File: config.mk
export PLATFORM = sky130hd
export DESIGN_NAME = fifo_rd_stream
export DESIGN_NICKNAME = d
export VERILOG_FILES = /design/src/rtl/fifo_pkg.sv /design/src/rtl/fifo_out_buf.sv /design/src/rtl/fifo_rd_stream.sv
export SDC_FILE = /design/constraint.sdc
export NUM_CORES = 1
export LEC_CHECK = 0
export BUFFER_PORTS_ARGS = -buffer_cell sky130_fd_sc_hd__buf_2
export CORE_MARGIN = 8
export CORE_UTILIZATION = 45
export DETAILED_ROUTE_END_ITERATION = 10
export GPL_ROUTABILITY_DRIVEN = 1
export HOLD_SLACK_MARGIN = 0.12
export PLACE_DENSITY = 0.69
export SLEW_MARGIN = 20
export SYNTH_ARGS = -nofsm -noshare
export SYNTH_HDL_FRONTEND = slang
export SYNTH_SLANG_ARGS = --single-unit
File: constraint.sdc
create_clock -name rclk -period 2.7 [get_ports rclk]
set_input_delay 0.54 -clock rclk [delete_from_list [all_inputs] [get_ports rclk]]
set_output_delay 0.54 -clock rclk [all_outputs]
set_load 0.05 [all_outputs]
File: src/rtl/fifo_pkg.sv
// rtl/fifo_pkg.sv - shared Gray/binary pointer helpers for the dual-clock FIFO
package fifo_pkg;

  // Widest pointer the helpers handle; narrower pointers are zero-extended in
  // and truncated out, which is exact for both conversions.
  localparam int PTR_MAXW = 32;

  function automatic logic [PTR_MAXW-1:0] bin2gray(input logic [PTR_MAXW-1:0] b);
    return b ^ (b >> 1);
  endfunction

  function automatic logic [PTR_MAXW-1:0] gray2bin(input logic [PTR_MAXW-1:0] g);
    logic [PTR_MAXW-1:0] b;
    b[PTR_MAXW-1] = g[PTR_MAXW-1];
    for (int i = PTR_MAXW - 2; i >= 0; i--) begin
      b[i] = b[i+1] ^ g[i];
    end
    return b;
  endfunction

endpackage

File: src/rtl/fifo_out_buf.sv
// rtl/fifo_out_buf.sv - 2-entry valid/ready output buffer for the FIFO read stream
module fifo_out_buf #(
  parameter int DW = 8
) (
  input  logic          clk,
  input  logic          rst_n,
  input  logic          wr_en,
  input  logic [DW-1:0] wr_data,
  input  logic          rd_en,
  output logic [1:0]    count,
  output logic          valid,
  output logic [DW-1:0] rd_data
);

  logic [DW-1:0] mem_q [2];
  logic          head_q, head_d;
  logic [1:0]    count_q, count_d;
  logic          tail;

  // Tail is head plus occupancy; with two entries and a pop in the same cycle
  // the write lands in the slot the pop is vacating.
  always_comb begin
    tail    = head_q ^ count_q[0];
    head_d  = head_q ^ rd_en;
    count_d = count_q + {1'b0, wr_en} - {1'b0, rd_en};
  end

  // Occupancy and head index; cleared asynchronously so the stream drops at once.
  always_ff @(posedge clk or negedge rst_n) begin
    if (!rst_n) begin
      head_q  <= 1'b0;
      count_q <= 2'd0;
    end else begin
      head_q  <= head_d;
      count_q <= count_d;
    end
  end

  // Data storage is not reset; contents are only meaningful under count.
  always_ff @(posedge clk) begin
    if (wr_en) begin
      mem_q[tail] <= wr_data;
    end
  end

  assign count   = count_q;
  assign valid   = (count_q != 2'd0);
  assign rd_data = mem_q[head_q];

endmodule

File: src/rtl/fifo_rd_stream.sv
// rtl/fifo_rd_stream.sv - FIFO read-side pointer/empty control with valid/ready output stream
module fifo_rd_stream
  import fifo_pkg::*;
#(
  parameter int DATASIZE    = 8,
  parameter int ADDRSIZE    = 4,
  parameter     FALLTHROUGH = "TRUE"
) (
  input  logic                rclk,
  input  logic                rrst_n,
  input  logic [ADDRSIZE:0]   rq2_wptr,
  output logic [ADDRSIZE:0]   rptr,
  output logic [ADDRSIZE-1:0] raddr,
  output logic                rclken,
  input  logic [DATASIZE-1:0] rdata,
  output logic                rempty,
  output logic [ADDRSIZE:0]   rlevel,
  output logic                m_valid,
  input  logic                m_ready,
  output logic [DATASIZE-1:0] m_data
);

  localparam int  PW = ADDRSIZE + 1;
  localparam bit  FT = (FALLTHROUGH == "TRUE");

  logic [PW-1:0]       rbin_q, rbin_d;
  logic [PW-1:0]       rptr_q, rptr_d;
  logic [PW-1:0]       rlevel_q, rlevel_d;
  logic                rempty_q, rempty_d;
  logic                inflight_q, inflight_d;
  logic [1:0]          ob_cnt;
  logic [2:0]          ob_fill;
  logic                pop_out;
  logic                rinc;
  logic                buf_wr_en;
  logic [PTR_MAXW-1:0] rgray_w;
  logic [PTR_MAXW-1:0] wbin_w;
  logic                unused_hi;

  // Fetch whenever a buffer slot is (or is about to be) free, counting any
  // word already launched from a registered memory; compute next pointers.
  always_comb begin
    pop_out    = m_valid & m_ready;
    ob_fill    = {1'b0, ob_cnt} + {2'b00, inflight_q};
    rinc       = !rempty_q & ((ob_fill < 3'd2) | pop_out);
    rbin_d     = rbin_q + {{ADDRSIZE{1'b0}}, rinc};
    rgray_w    = bin2gray(PTR_MAXW'(rbin_d));
    rptr_d     = rgray_w[PW-1:0];
    wbin_w     = gray2bin(PTR_MAXW'(rq2_wptr));
    rempty_d   = (rptr_d == rq2_wptr);
    rlevel_d   = wbin_w[PW-1:0] - rbin_d;
    inflight_d = FT ? 1'b0 : rinc;
    buf_wr_en  = FT ? rinc : inflight_q;
  end

  // Pointer, empty, level and in-flight registers.
  always_ff @(posedge rclk or negedge rrst_n) begin
    if (!rrst_n) begin
      rbin_q     <= '0;
      rptr_q     <= '0;
      rlevel_q   <= '0;
      rempty_q   <= 1'b1;
      inflight_q <= 1'b0;
    end else begin
      rbin_q     <= rbin_d;
      rptr_q     <= rptr_d;
      rlevel_q   <= rlevel_d;
      rempty_q   <= rempty_d;
      inflight_q <= inflight_d;
    end
  end

  fifo_out_buf #(
    .DW (DATASIZE)
  ) u_buf (
    .clk     (rclk),
    .rst_n   (rrst_n),
    .wr_en   (buf_wr_en),
    .wr_data (rdata),
    .rd_en   (pop_out),
    .count   (ob_cnt),
    .valid   (m_valid),
    .rd_data (m_data)
  );

  assign unused_hi = ^{rgray_w[PTR_MAXW-1:PW], wbin_w[PTR_MAXW-1:PW]};

  assign rptr   = rptr_q;
  assign raddr  = rbin_q[ADDRSIZE-1:0];
  assign rclken = rinc;
  assign rempty = rempty_q;
  assign rlevel = rlevel_q;

endmodule

* After elaboration in Yosys (flattened, before gate mapping)
Memory sizes are Yosys's and may differ from the RTL's.
Cells that the tools add are included.
** Storage, ports and cells
- Logic and storage cells :: 27
- Input port bits :: 16
- Flip-flop bits (word level) :: 19
- Output and inout bits :: 25
- Bits in writable memories :: 16
- Memories :: 1
** Memory list
- u_buf.mem_q :: words 2, bits a word 8, rd ports 1, clocked after memory_dff 0, wr ports 1, RTL line fifo_out_buf.sv:15 : logic [DW-1:0] mem_q [2];
** Cells by class
- Equal/unequal tests :: 1
- Muxes and demuxes :: 2
- Reductions and logical operators :: 2
- Add/sub/neg operators :: 4
- Order comparisons :: 1
- Bitwise operators :: 10
** Operators by type and width (number)
- bitwise XOR 1 bit :: 6
- adder 5 x 1 -> 5 bit :: 1
- equality test 5 bit :: 1
- subtractor 5 bit :: 1
- bitwise XOR 5 x 4 -> 5 bit :: 1
- adder 2 x 1 -> 2 bit :: 1
- AND 1 bit :: 2
- less-than comparator 2 bit, second input constant :: 1
- two-way mux 1 bit :: 2
- nonzero test 2 bit :: 1
- subtractor 2 x 1 -> 2 bit :: 1
- logical NOT 1 bit :: 1
- OR 1 bit :: 1

* Longest topological paths before layout
- Depth after elaboration :: 7
- Depth in mapped cells :: 10
- Gate-level depth less buffers :: 10

* Cells and area by module
Synthesis repeated with hierarchy kept, for this count alone.
** Unflattened totals
- Cell total of the unflattened synthesis :: 114
- Area total of the unflattened synthesis :: 1615.3 µm²
** By module, submodules not included
- fifo_rd_stream :: cells each 75, sequential area each 376.6 µm², times used 1, area an instance 872.1 µm²
- fifo_out_buf :: cells each 39, sequential area each 555.5 µm², times used 1, area an instance 743.2 µm²

* Least setup slack after synthesis
No wires, ideal clock.
- Kind :: input -> register
- Start :: input m_ready
- End :: register rlevel_q[4], in the netlist rlevel[4]
- Library setup time :: 80 ps
- Buffers on the path :: 0
- Required time :: 2620 ps
- Arrival time :: 3097 ps
- Setup slack :: -476 ps
- Stages :: 10
- Cells stage by stage :: inv_1 -> a21oi_1 -> ha_1 -> and2_1 -> nand2_1 -> xor2_1 -> ha_1 -> nor2b_1 -> a221oi_2 -> xnor2_1
** Between the ends
- Cells in the longest elaborated chain, start to end :: 5
** RTL lines
- from (decl) :: RTL line fifo_rd_stream.sv:19 : input logic m_ready,
- AND 1 bit :: RTL line fifo_rd_stream.sv:43 : pop_out = m_valid & m_ready;
- OR 1 bit :: RTL line fifo_rd_stream.sv:45 : rinc = !rempty_q & ((ob_fill < 3'd2) | pop_out);
- AND 1 bit :: RTL line fifo_rd_stream.sv:45
- named net rclken :: RTL line fifo_rd_stream.sv:14 : output logic rclken,
- adder 5 x 1 -> 5 bit :: RTL line fifo_rd_stream.sv:46 : rbin_d = rbin_q + {{ADDRSIZE{1'b0}}, rinc};
- subtractor 5 bit :: RTL line fifo_rd_stream.sv:51 : rlevel_d = wbin_w[PW-1:0] - rbin_d;
- named net rlevel_d[4] :: RTL line fifo_rd_stream.sv:28 : logic [PW-1:0] rlevel_q, rlevel_d;
- to (signal assigned) :: RTL line fifo_rd_stream.sv:67 : rlevel_q <= rlevel_d;
- to (decl) :: RTL line fifo_rd_stream.sv:28
The timed path passes the listed nets, and every way through them passes these cells.

* Worst setup path in the final report
- Start :: input rq2_wptr[4]
- End :: register rlevel_q[4], in the netlist rlevel[4]
** Between the ends
- Cells in the longest elaborated chain, start to end :: 5
** RTL lines
- from (decl) :: RTL line fifo_rd_stream.sv:11 : input logic [ADDRSIZE:0] rq2_wptr,
- bitwise XOR 1 bit (4 in series) :: RTL line fifo_pkg.sv:16 : b[i] = b[i+1] ^ g[i];
- subtractor 5 bit (*) :: RTL line fifo_rd_stream.sv:51
- named net rlevel_d[4] :: RTL line fifo_rd_stream.sv:28
Mark *: on every way through the listed nets, which the timed path passes. The rest lies on a longest branch.

==> results.py <==
metrics = {
    "run_status": {
        "status": "completed",
    },
    "global_routing": {
        "antenna_found_initial": 0,
        "grt_max_degree": 19,
        "overflow": 0,
        "grt_pass1_wl_um": 5090,
        "track_usage_pct": 11.1,
        "first_global_vias": 1105,
    },
    "cells_and_area": {
        "n_antenna_cell": 0,
        "syn2layout_area_growth_pct": 19.9,
        "layout_commonest_cell": "buf_2",
        "utilization_pct": 54.7,
        "nets": 186,
        "drive_above_1_share_pct": 38.9,
        "final_cell_mix": "40 x buf_2, 17 x dfrtp_1, 16 x edfxtp_1, 12 x inv_1",
    },
    "setup_path": {
        "path_max_fanout": 3,
        "critPathCaptureType": "flip-flop",
        "cpMaxStageDelayCell": "xnor3_2",
        "max_stage_delay_ns": 0.46,
        "cp_cell_sequence": "buf_2, xnor3_2, xor2_1, xor2_1, ha_1, fa_1, nor2b_1, a221oi_2, xnor2_1",
        "r2r-start": "u_buf.count[1]",
        "required_ns": 2.92,
        "path_common_cell": "xor2_1",
        "worstSetupStartpointType": "input port",
        "criticalPathCategory": "input port to flip-flop",
        "arrival_ns": 2.55,
        "rr_worst_depth": 9,
        "crit_start": "rq2_wptr[4]",
    },
    "placed_design": {
        "gp_congestion": 0.761,
        "post-dp-hpwl_um": 2420,
        "place_worst_setup_slack_ns": 0.00274,
        "port_buffers": 40,
    },
    "synth": {
        "synth-edff-count": 16,
        "synthArstFlopShare_pct": 52.9,
        "yosys_warnings": 0,
        "synth_area_um2": 1630,
        "synth.avg_cell_area_um2": 14.3,
        "syn_inst": 114,
        "syn_nets": 139,
        "synth_flop_cell": "dfrtp_1",
        "yosysSeqAreaShare_pct": 57.1,
        "synth.distinct_cells": 28,
        "ys_ff_latch": 34,
    },
    "clock_tree": {
        "tritoncts": "done",
        "hold_buffers": 0,
        "h-tree-depth": 2,
        "cts_resized": 0,
        "cts_buffer_depth": 2,
        "path_clk_slew_ns": 0.10,
        "postCtsSetupRepairBufs": 0,
        "numCtsBuffers": 5,
        "clk_latency_ns": 0.33,
        "cts_root_buffer": "clkbuf_4",
        "cts.sinks": 34,
    },
    "routing": {
        "dr.pass1.iters": 3,
        "wl_per_cell_um": 14.7,
        "drtAntennaViolNets": 0,
        "avgViaCountPerCell": 4.73,
        "dr.first_iter.drc_count": 47,
        "drcViolationCount": 0,
        "vias": 993,
        "wl_um": 3090,
    },
    "floorplan": {
        "design.die.area_um2": 5810,
        "rows": 22,
        "fp.dieH_um": 76.2,
        "coreArea_um2": 3580,
        "ioPinCount": 41,
        "dieWidth_um": 76.2,
        "start_util_pct": 45.6,
    },
    "sta": {
        "layout_min_cycle_time_ns": 2.33,
        "finalHoldViolCount": 0,
        "tightest_slew_ns": 0.469,
        "clock_skew_ns": 0.00828,
        "setup_viol": 0,
        "whs_ns": 0.130,
        "setup_slack_ns": 0.370,
        "period_share_pct": 86.3,
        "slew_headroom_pct": 68.7,
        "clock.fmax_ghz": 0.429,
        "tns_ns": 0,
        "slew_viol_final": 0,
        "rsz0062_at_grt": "no",
    },
    "hold_path": {
        "hp-class": "input port to async pin",
    },
    "run": {
        "drv_cap": 0,
    },
}
stage by stage:
| step | cell area (µm²) | cells |
|---|---|---|
| after floorplan | 1640 | 114 |
| after global placement | 1910 | 202 |
| after detailed placement | 1910 | 202 |
| after CTS | 1960 | 210 |
| after global routing | 1960 | 210 |
| final | 1960 | 210 |
path summary, 6_finish.rpt:
path / endpoint / slack, ns
max: rlevel[4] / 0.37
min: rbin_q[3] / 0.13
max reg2reg: rlevel[4] / 0.38
min reg2reg: rptr[3] / 0.60
max in group asynchronous: rempty / 2.23
min in group rclk: u_buf.mem_q[1][7] / 0.40
cells in the mapped netlist, types with 2 or more instances:
cell      count  area [µm²]
and2_1        4        25.0
dfrtp_1      17         425
a211oi_1      2        15.0
ha_1          8         100
a21o_1        2        15.0
nand3_1       3        15.0
mux2_2        8        90.1
a21oi_1       2        10.0
edfxtp_1     16         480
inv_1        12        45.0
xor2_1       11        96.3
nand2_1       3        11.3
xnor2_1      11        96.3
cells by family after synthesis:
family                     Yosys count  share of synthesized area, %
buffers and inverters               13                          2.99
adders and majority gates            9                          7.36
muxes                                9                          6.13
AOI/OAI and AO/OA                    9                          4.60
DFF                                 34                          57.1
and+or+nand+nor                     14                          4.52
xor gates and xnor gates            26                          17.3
flip-flops by register name, summed over array words and instances, names as in the netlist:
name and cells:
rbin_q 5, u_buf.head_q 1, rlevel 5, u_buf.count 2, rempty 1, rptr 4
u_buf.mem_q 16
worst max-delay path, delay by kind of cell:
kind | cells | cell delay, ns
AO/OA/AOI/OAI | 1 | 0.07
XOR/XNOR | 4 | 1.03
adder cells (fa/ha/maj) | 2 | 0.63
buffers and inverters | 1 | 0.11
AND/OR/NAND/NOR | 1 | 0.15
per-layer routing:
metal  track usage, %  vias up  share of wire (%)
li1                 -      484                  -
met1             11.0      480                 39
met2             19.8       25                 54
met3             4.01        4                5.1
met4             5.77        0                1.8
met5                0        -                  0
final cells by class:
type / instances / area [µm²]
Clock buffer: 6 / 41.3
Fill cell: 308 / 1620
Multi-Input combinational cell: 67 / 663
Sequential cell: 34 / 932
Timing Repair Buffer: 41 / 208
Tap cell: 48 / 60.1
Inverter: 12 / 45.0
Clock inverter: 2 / 8.76
Power is not shown: default switching activity piles up to over one toggle a cycle in this logic, so the estimate is an artifact.
